==> config.mk <==
export PLATFORM = sky130hd
export DESIGN_NAME = u_ifu
export DESIGN_NICKNAME = d
export VERILOG_FILES = /design/src/rtl/u_ifu.sv
export SDC_FILE = /design/constraint.sdc
export NUM_CORES = 1
export LEC_CHECK = 0
export CORE_MARGIN = 1
export CORE_UTILIZATION = 38
export DETAILED_ROUTE_END_ITERATION = 7
export PLACE_DENSITY_LB_ADDON = 0.1
export SYNTH_ARGS = -nofsm -noshare
export SYNTH_HDL_FRONTEND = slang
export SYNTH_SLANG_ARGS = --single-unit
==> constraint.sdc <==
create_clock -name clk -period 6.4 [get_ports clk]
set_input_delay 1.28 -clock clk [delete_from_list [all_inputs] [get_ports clk]]
set_output_delay 1.28 -clock clk [all_outputs]
set_load 0.005 [all_outputs]
==> src/rtl/u_ifu.sv <==
// Instruction fetch unit: issues sequential word fetches on a req/gnt port,
// tracks outstanding requests with a credit scheme, buffers returned
// instructions in an in-order fetch queue and redirects on a hazard flush.
module u_ifu #(
  parameter int unsigned      XLEN     = 32,
  parameter logic [XLEN-1:0]  RESET_PC = '0,
  parameter int unsigned      FQ_DEPTH = 2
) (
  input  logic            clk,
  input  logic            rst,
  input  logic            hzf_ifu,
  input  logic            hzs_ifu,
  input  logic [XLEN-1:0] br_tgt,
  output logic            imem_req,
  output logic [XLEN-1:0] imem_addr,
  input  logic            imem_gnt,
  input  logic            imem_rsp_vld,
  input  logic [31:0]     imem_rsp_dat,
  output logic            ifu_vld,
  output logic [XLEN-1:0] ifu_pc,
  output logic [31:0]     ifu_ins
);

  // Pointer width into the FQ_DEPTH-entry storage; counters hold 0..FQ_DEPTH.
  localparam int unsigned AW = (FQ_DEPTH > 1) ? $clog2(FQ_DEPTH) : 1;
  localparam int unsigned CW = $clog2(FQ_DEPTH + 1);
  localparam logic [CW:0] DepthC = (CW + 1)'(FQ_DEPTH);

  // Fetch address of the next request.
  logic [XLEN-1:0] pc_q, pc_d;

  // Occupancy, wanted in-flight requests, in-flight requests to discard.
  logic [CW-1:0] qcnt_q, qcnt_d;
  logic [CW-1:0] infl_q, infl_d;
  logic [CW-1:0] drop_q, drop_d;

  // Fetch queue storage and pointers.
  logic [XLEN-1:0] fq_pc_q  [FQ_DEPTH];
  logic [XLEN-1:0] fq_pc_d  [FQ_DEPTH];
  logic [31:0]     fq_ins_q [FQ_DEPTH];
  logic [31:0]     fq_ins_d [FQ_DEPTH];
  logic [AW-1:0]   qhead_q, qhead_d;
  logic [AW-1:0]   qtail_q, qtail_d;

  // Per-request PC FIFO, one entry per granted request (wanted or dropped).
  logic [XLEN-1:0] pf_q [FQ_DEPTH];
  logic [XLEN-1:0] pf_d [FQ_DEPTH];
  logic [AW-1:0]   pf_rd_q, pf_rd_d;
  logic [AW-1:0]   pf_wr_q, pf_wr_d;

  logic credit_ok;
  logic grant;
  logic rsp_take;
  logic push;
  logic pop;

  // The low target bits are forced to zero on redirect.
  logic unused_br_lsb;
  assign unused_br_lsb = ^br_tgt[1:0];

  // Request issue, response classification and head outputs.
  always_comb begin
    credit_ok = (({1'b0, qcnt_q} + {1'b0, infl_q}) < DepthC) &&
                (({1'b0, infl_q} + {1'b0, drop_q}) < DepthC);
    imem_req  = !rst && !hzf_ifu && credit_ok;
    imem_addr = rst ? RESET_PC : pc_q;
    grant     = imem_req && imem_gnt;
    // A response with nothing outstanding is a protocol error and is ignored.
    rsp_take  = !rst && imem_rsp_vld && ((drop_q != '0) || (infl_q != '0));
    // A response in the flush cycle belongs to the old stream.
    push      = rsp_take && !hzf_ifu && (drop_q == '0);
    ifu_vld   = !rst && (qcnt_q != '0);
    pop       = ifu_vld && !hzs_ifu && !hzf_ifu;
    ifu_pc    = ifu_vld ? fq_pc_q[qhead_q]  : '0;
    ifu_ins   = ifu_vld ? fq_ins_q[qhead_q] : '0;
  end

  // Next-state for fetch PC, credit counters, PC FIFO and fetch queue.
  always_comb begin
    pc_d     = pc_q;
    qcnt_d   = qcnt_q;
    infl_d   = infl_q;
    drop_d   = drop_q;
    qhead_d  = qhead_q;
    qtail_d  = qtail_q;
    pf_rd_d  = pf_rd_q;
    pf_wr_d  = pf_wr_q;
    fq_pc_d  = fq_pc_q;
    fq_ins_d = fq_ins_q;
    pf_d     = pf_q;

    // PC FIFO stays in request order across flushes; dropped entries drain too.
    if (grant) begin
      pf_d[pf_wr_q] = pc_q;
      pf_wr_d       = pf_wr_q + AW'(1);
    end
    if (rsp_take) begin
      pf_rd_d = pf_rd_q + AW'(1);
    end

    if (hzf_ifu) begin
      pc_d    = {br_tgt[XLEN-1:2], 2'b00};
      infl_d  = '0;
      drop_d  = drop_q + infl_q - CW'(rsp_take);
      qcnt_d  = '0;
      qhead_d = '0;
      qtail_d = '0;
    end else begin
      if (grant) begin
        pc_d = pc_q + XLEN'(4);
      end
      infl_d = infl_q + CW'(grant) - CW'(rsp_take && (drop_q == '0));
      drop_d = drop_q - CW'(rsp_take && (drop_q != '0));
      if (push) begin
        fq_pc_d[qtail_q]  = pf_q[pf_rd_q];
        fq_ins_d[qtail_q] = imem_rsp_dat;
        qtail_d           = qtail_q + AW'(1);
      end
      if (pop) begin
        qhead_d = qhead_q + AW'(1);
      end
      qcnt_d = qcnt_q + CW'(push) - CW'(pop);
    end
  end

  // State registers with synchronous reset; storage arrays need no reset.
  always_ff @(posedge clk) begin
    if (rst) begin
      pc_q    <= RESET_PC;
      qcnt_q  <= '0;
      infl_q  <= '0;
      drop_q  <= '0;
      qhead_q <= '0;
      qtail_q <= '0;
      pf_rd_q <= '0;
      pf_wr_q <= '0;
    end else begin
      pc_q     <= pc_d;
      qcnt_q   <= qcnt_d;
      infl_q   <= infl_d;
      drop_q   <= drop_d;
      qhead_q  <= qhead_d;
      qtail_q  <= qtail_d;
      pf_rd_q  <= pf_rd_d;
      pf_wr_q  <= pf_wr_d;
      fq_pc_q  <= fq_pc_d;
      fq_ins_q <= fq_ins_d;
      pf_q     <= pf_d;
    end
  end

  // Credit invariants.
  a_credit : assert property (@(posedge clk) disable iff (rst)
    ({1'b0, infl_q} + {1'b0, drop_q}) <= DepthC);
  a_qcnt : assert property (@(posedge clk) disable iff (rst)
    {1'b0, qcnt_q} <= DepthC);

endmodule

==> flow_summary.toml <==
[run_status]
status = "finished clean"

[drt]
dr.pass1.iters = 4
route.met3.wl_mm = 1.29
via_per_inst = 4.95
antenna_left = 0
post_drt_wl_per_cell_um = 17.4
wl_met2_mm = 10.1
dr.max_layer_used = "met4"
routed_wl_mm = 20.8
drt-initial-drc-count = 225
vias = 5896
wl_met1_mm = 8.99
drc = 0

[clock_network]
clkSinkCount = 224
cts_setup_buffers = 0
cts_resized = 0
htree_levels = 1
tritoncts = "built"
path_clk_slew_ns = 0.06
clockBufferDepth = 3
clockRootBuffer = "clkbuf_16"
cts_buffers = 25
clkLatencyLatePin_ns = 0.51
cts-hold-fix-buffers = 0

[sta]
tns_ns = 0
period_share_pct = 70.4
whs_ns = 0.530
maxSlewViolCount = 0
slew_headroom_pct = 36.1
fmaxAchievable_ghz = 0.222
fin_skew_ns = 0.0104
final-hold-violation-count = 0
worst_pin_slew_ns = 0.959
setup_viol = 0
rsz0062_at_grt = "false"
finalCriticalPeriod_ns = 4.51

[layout]
area_delta_synth_final_pct = 29.0
antenna_cells = 0
seqCellArea_um2 = 6330
fin_util_pct = 49.8
drive_gt1_share_pct = 10.6
fill_cells = 2131
final_area_um2 = 12100
multi_input_area_um2 = 2900
fin_nets = 933

[floorplanning]
die_x_um = 159
initial_utilization_pct = 38.6
fp.dieArea_um2 = 25400
core_um2 = 24300
rows = 57
fp.dieH_um = 159
io_pins = 168

[setup_path]
worstSetupEndpointType = "output pin"
critical_path_class = "input pin to output pin"
path_max_fanout = 63
worst-r2r-cell-count = 6
arrival_ns = 3.23
path_cells = "buf_2, or2_2, buf_4, nor2_1, clkdlybuf4s50_1"
crit_cells = 5
critPathSlowestCell = "buf_4"
crit_path_start_kind = "input pin"
crit_buf_inv = 3
crit_path_max_incr_delay_ns = 0.59
cpLargestDelayFamily = "buffers and inverters"
cp.required_ns = 5.12

[synth]
ys_seq_elements = 224
synthFlopType = "edfxtp_1"
synthCells = 690
synth.area.top_cells = "edfxtp_1 (59%), dfxtp_1 (8.5%), mux2i_1 (6.6%)"
yosysWarnings = 0
syn_area_um2 = 9400
ys_async_sr_fraction_pct = 0
synth.most_common_cell = "edfxtp_1"
seq_area_frac_synth_pct = 67.3
synthDistinctLibCells = 53
synth_top_cell_by_area = "edfxtp_1"
synth_edf_count = 184
ys_top_cells_by_count = "edfxtp_1 (184), nor2_1 (100), mux2i_1 (62), nand2_1 (41), dfxtp_1 (40)"
avgSynthCellArea_um2 = 13.6
synth_top_area_share_pct = 58.8

[placement]
io_buffers = 161
hpwl_mm = 13.4
gp_congestion = 0.829
placed_area_um2 = 11400

[global_route]
grt_pass1_vias = 6077
antenna_found_initial = 0
gr-total-overflow = 0
grt_usage_pct = 16.5
grt_pass1_wl_mm = 32.7
grt_max_degree = 64

[worst_hold_path]
hold_path_class = "flip-flop to flip-flop"
min_delay_path_depth = 0

[power_and_ir_drop]
vdd_drop_max_mv = 0.166
leakagePower_nw = 3.93
p_total_mw = 3.11
power_density_nw_per_um2 = 257

[job]
cap_violations = 0
## per-layer routing
layer | vias up | track usage, %
met1 | 2845 | 20.6
met5 | - | 0
met4 | 0 | 5.20
met2 | 174 | 28.7
li1 | 2843 | -
met3 | 34 | 3.26
## flip-flops by register name (all words and copies together) (netlist names)
register  count
infl_q        2
qhead_q       1
pc_q         30
fq_ins_q     64
pf_q         60
qtail_q       1
fq_pc_q      60
drop_q        2
qcnt_q        2
pf_rd_q       1
pf_wr_q       1
## logic make-up after synthesis
logic type                 Yosys count  share of synthesized area, %
muxes                               96                          10.7
and+or+nand+nor                    234                          12.5
xor gates and xnor gates            20                          1.86
other                                1                        0.0399
DFF                                224                          67.3
AOI/OAI and AO/OA                   58                          4.01
buffers and inverters               47                          2.09
adders and majority gates           10                          1.49
## report_power, final
group	internal (mW)	switching, mW
Clock	0.784	0.527
Combinational	0.0920	0.0765
Sequential	1.60	0.0292
Total	2.48	0.633
## placed cells by master (no fill, tap or decap), drive strengths merged, types with 7 or more instances in the layout
| cell type | instances |
|---|---|
| mux2 | 34 |
| nand2 | 42 |
| nor2 | 101 |
| ha | 8 |
| edfxtp | 184 |
| o211ai | 7 |
| buf | 11 |
| xnor2 | 11 |
| dfxtp | 40 |
| nor2b | 28 |
| clkinv | 8 |
| clkbuf | 32 |
| or3 | 7 |
| xor2 | 9 |
| clkdlybuf4s50 | 160 |
| o21ai | 7 |
| nand3 | 11 |
| nand4 | 15 |
| a21oi | 22 |
| mux2i | 62 |
| inv | 10 |
## final cells by class
class,count,area share (%)
sequential,224,52.2
clock inverter,10,0.599
multi-input combinational,422,23.9
clock buffer,32,5.63
inverter,9,0.279
tap,324,3.35
timing repair buffer,171,14.0
## per-stage QoR
stage / setup WS [ns] / instances
after floorplan: 1.12 / 693
after global placement: 1.88 / 1150
after detailed placement: 1.86 / 1150
after CTS: 1.86 / 1192
after global routing: 1.70 / 1192
final: 1.89 / 1192
## worst register-to-register path, cell delays in order, from the launching register on
cell	delay (ns)
dfxtp_1	0.39
and2_1	0.17
fa_1	0.43
nor4_1	0.61
nand3_1	0.45
nor2_2	0.65
buf_4	0.34
## path summary, 6_finish.rpt
check / start / endpoint / slack (ns)
hold reg to reg: pc_q[13] / pf_q[45] / 0.53
hold / removal: pc_q[13] / pf_q[45] / 0.53
setup reg to reg: infl_q[0] / pf_q[40] / 3.06
setup / recovery: rst / ifu_pc[21] / 1.89
Power figures use the tool's default switching activity.
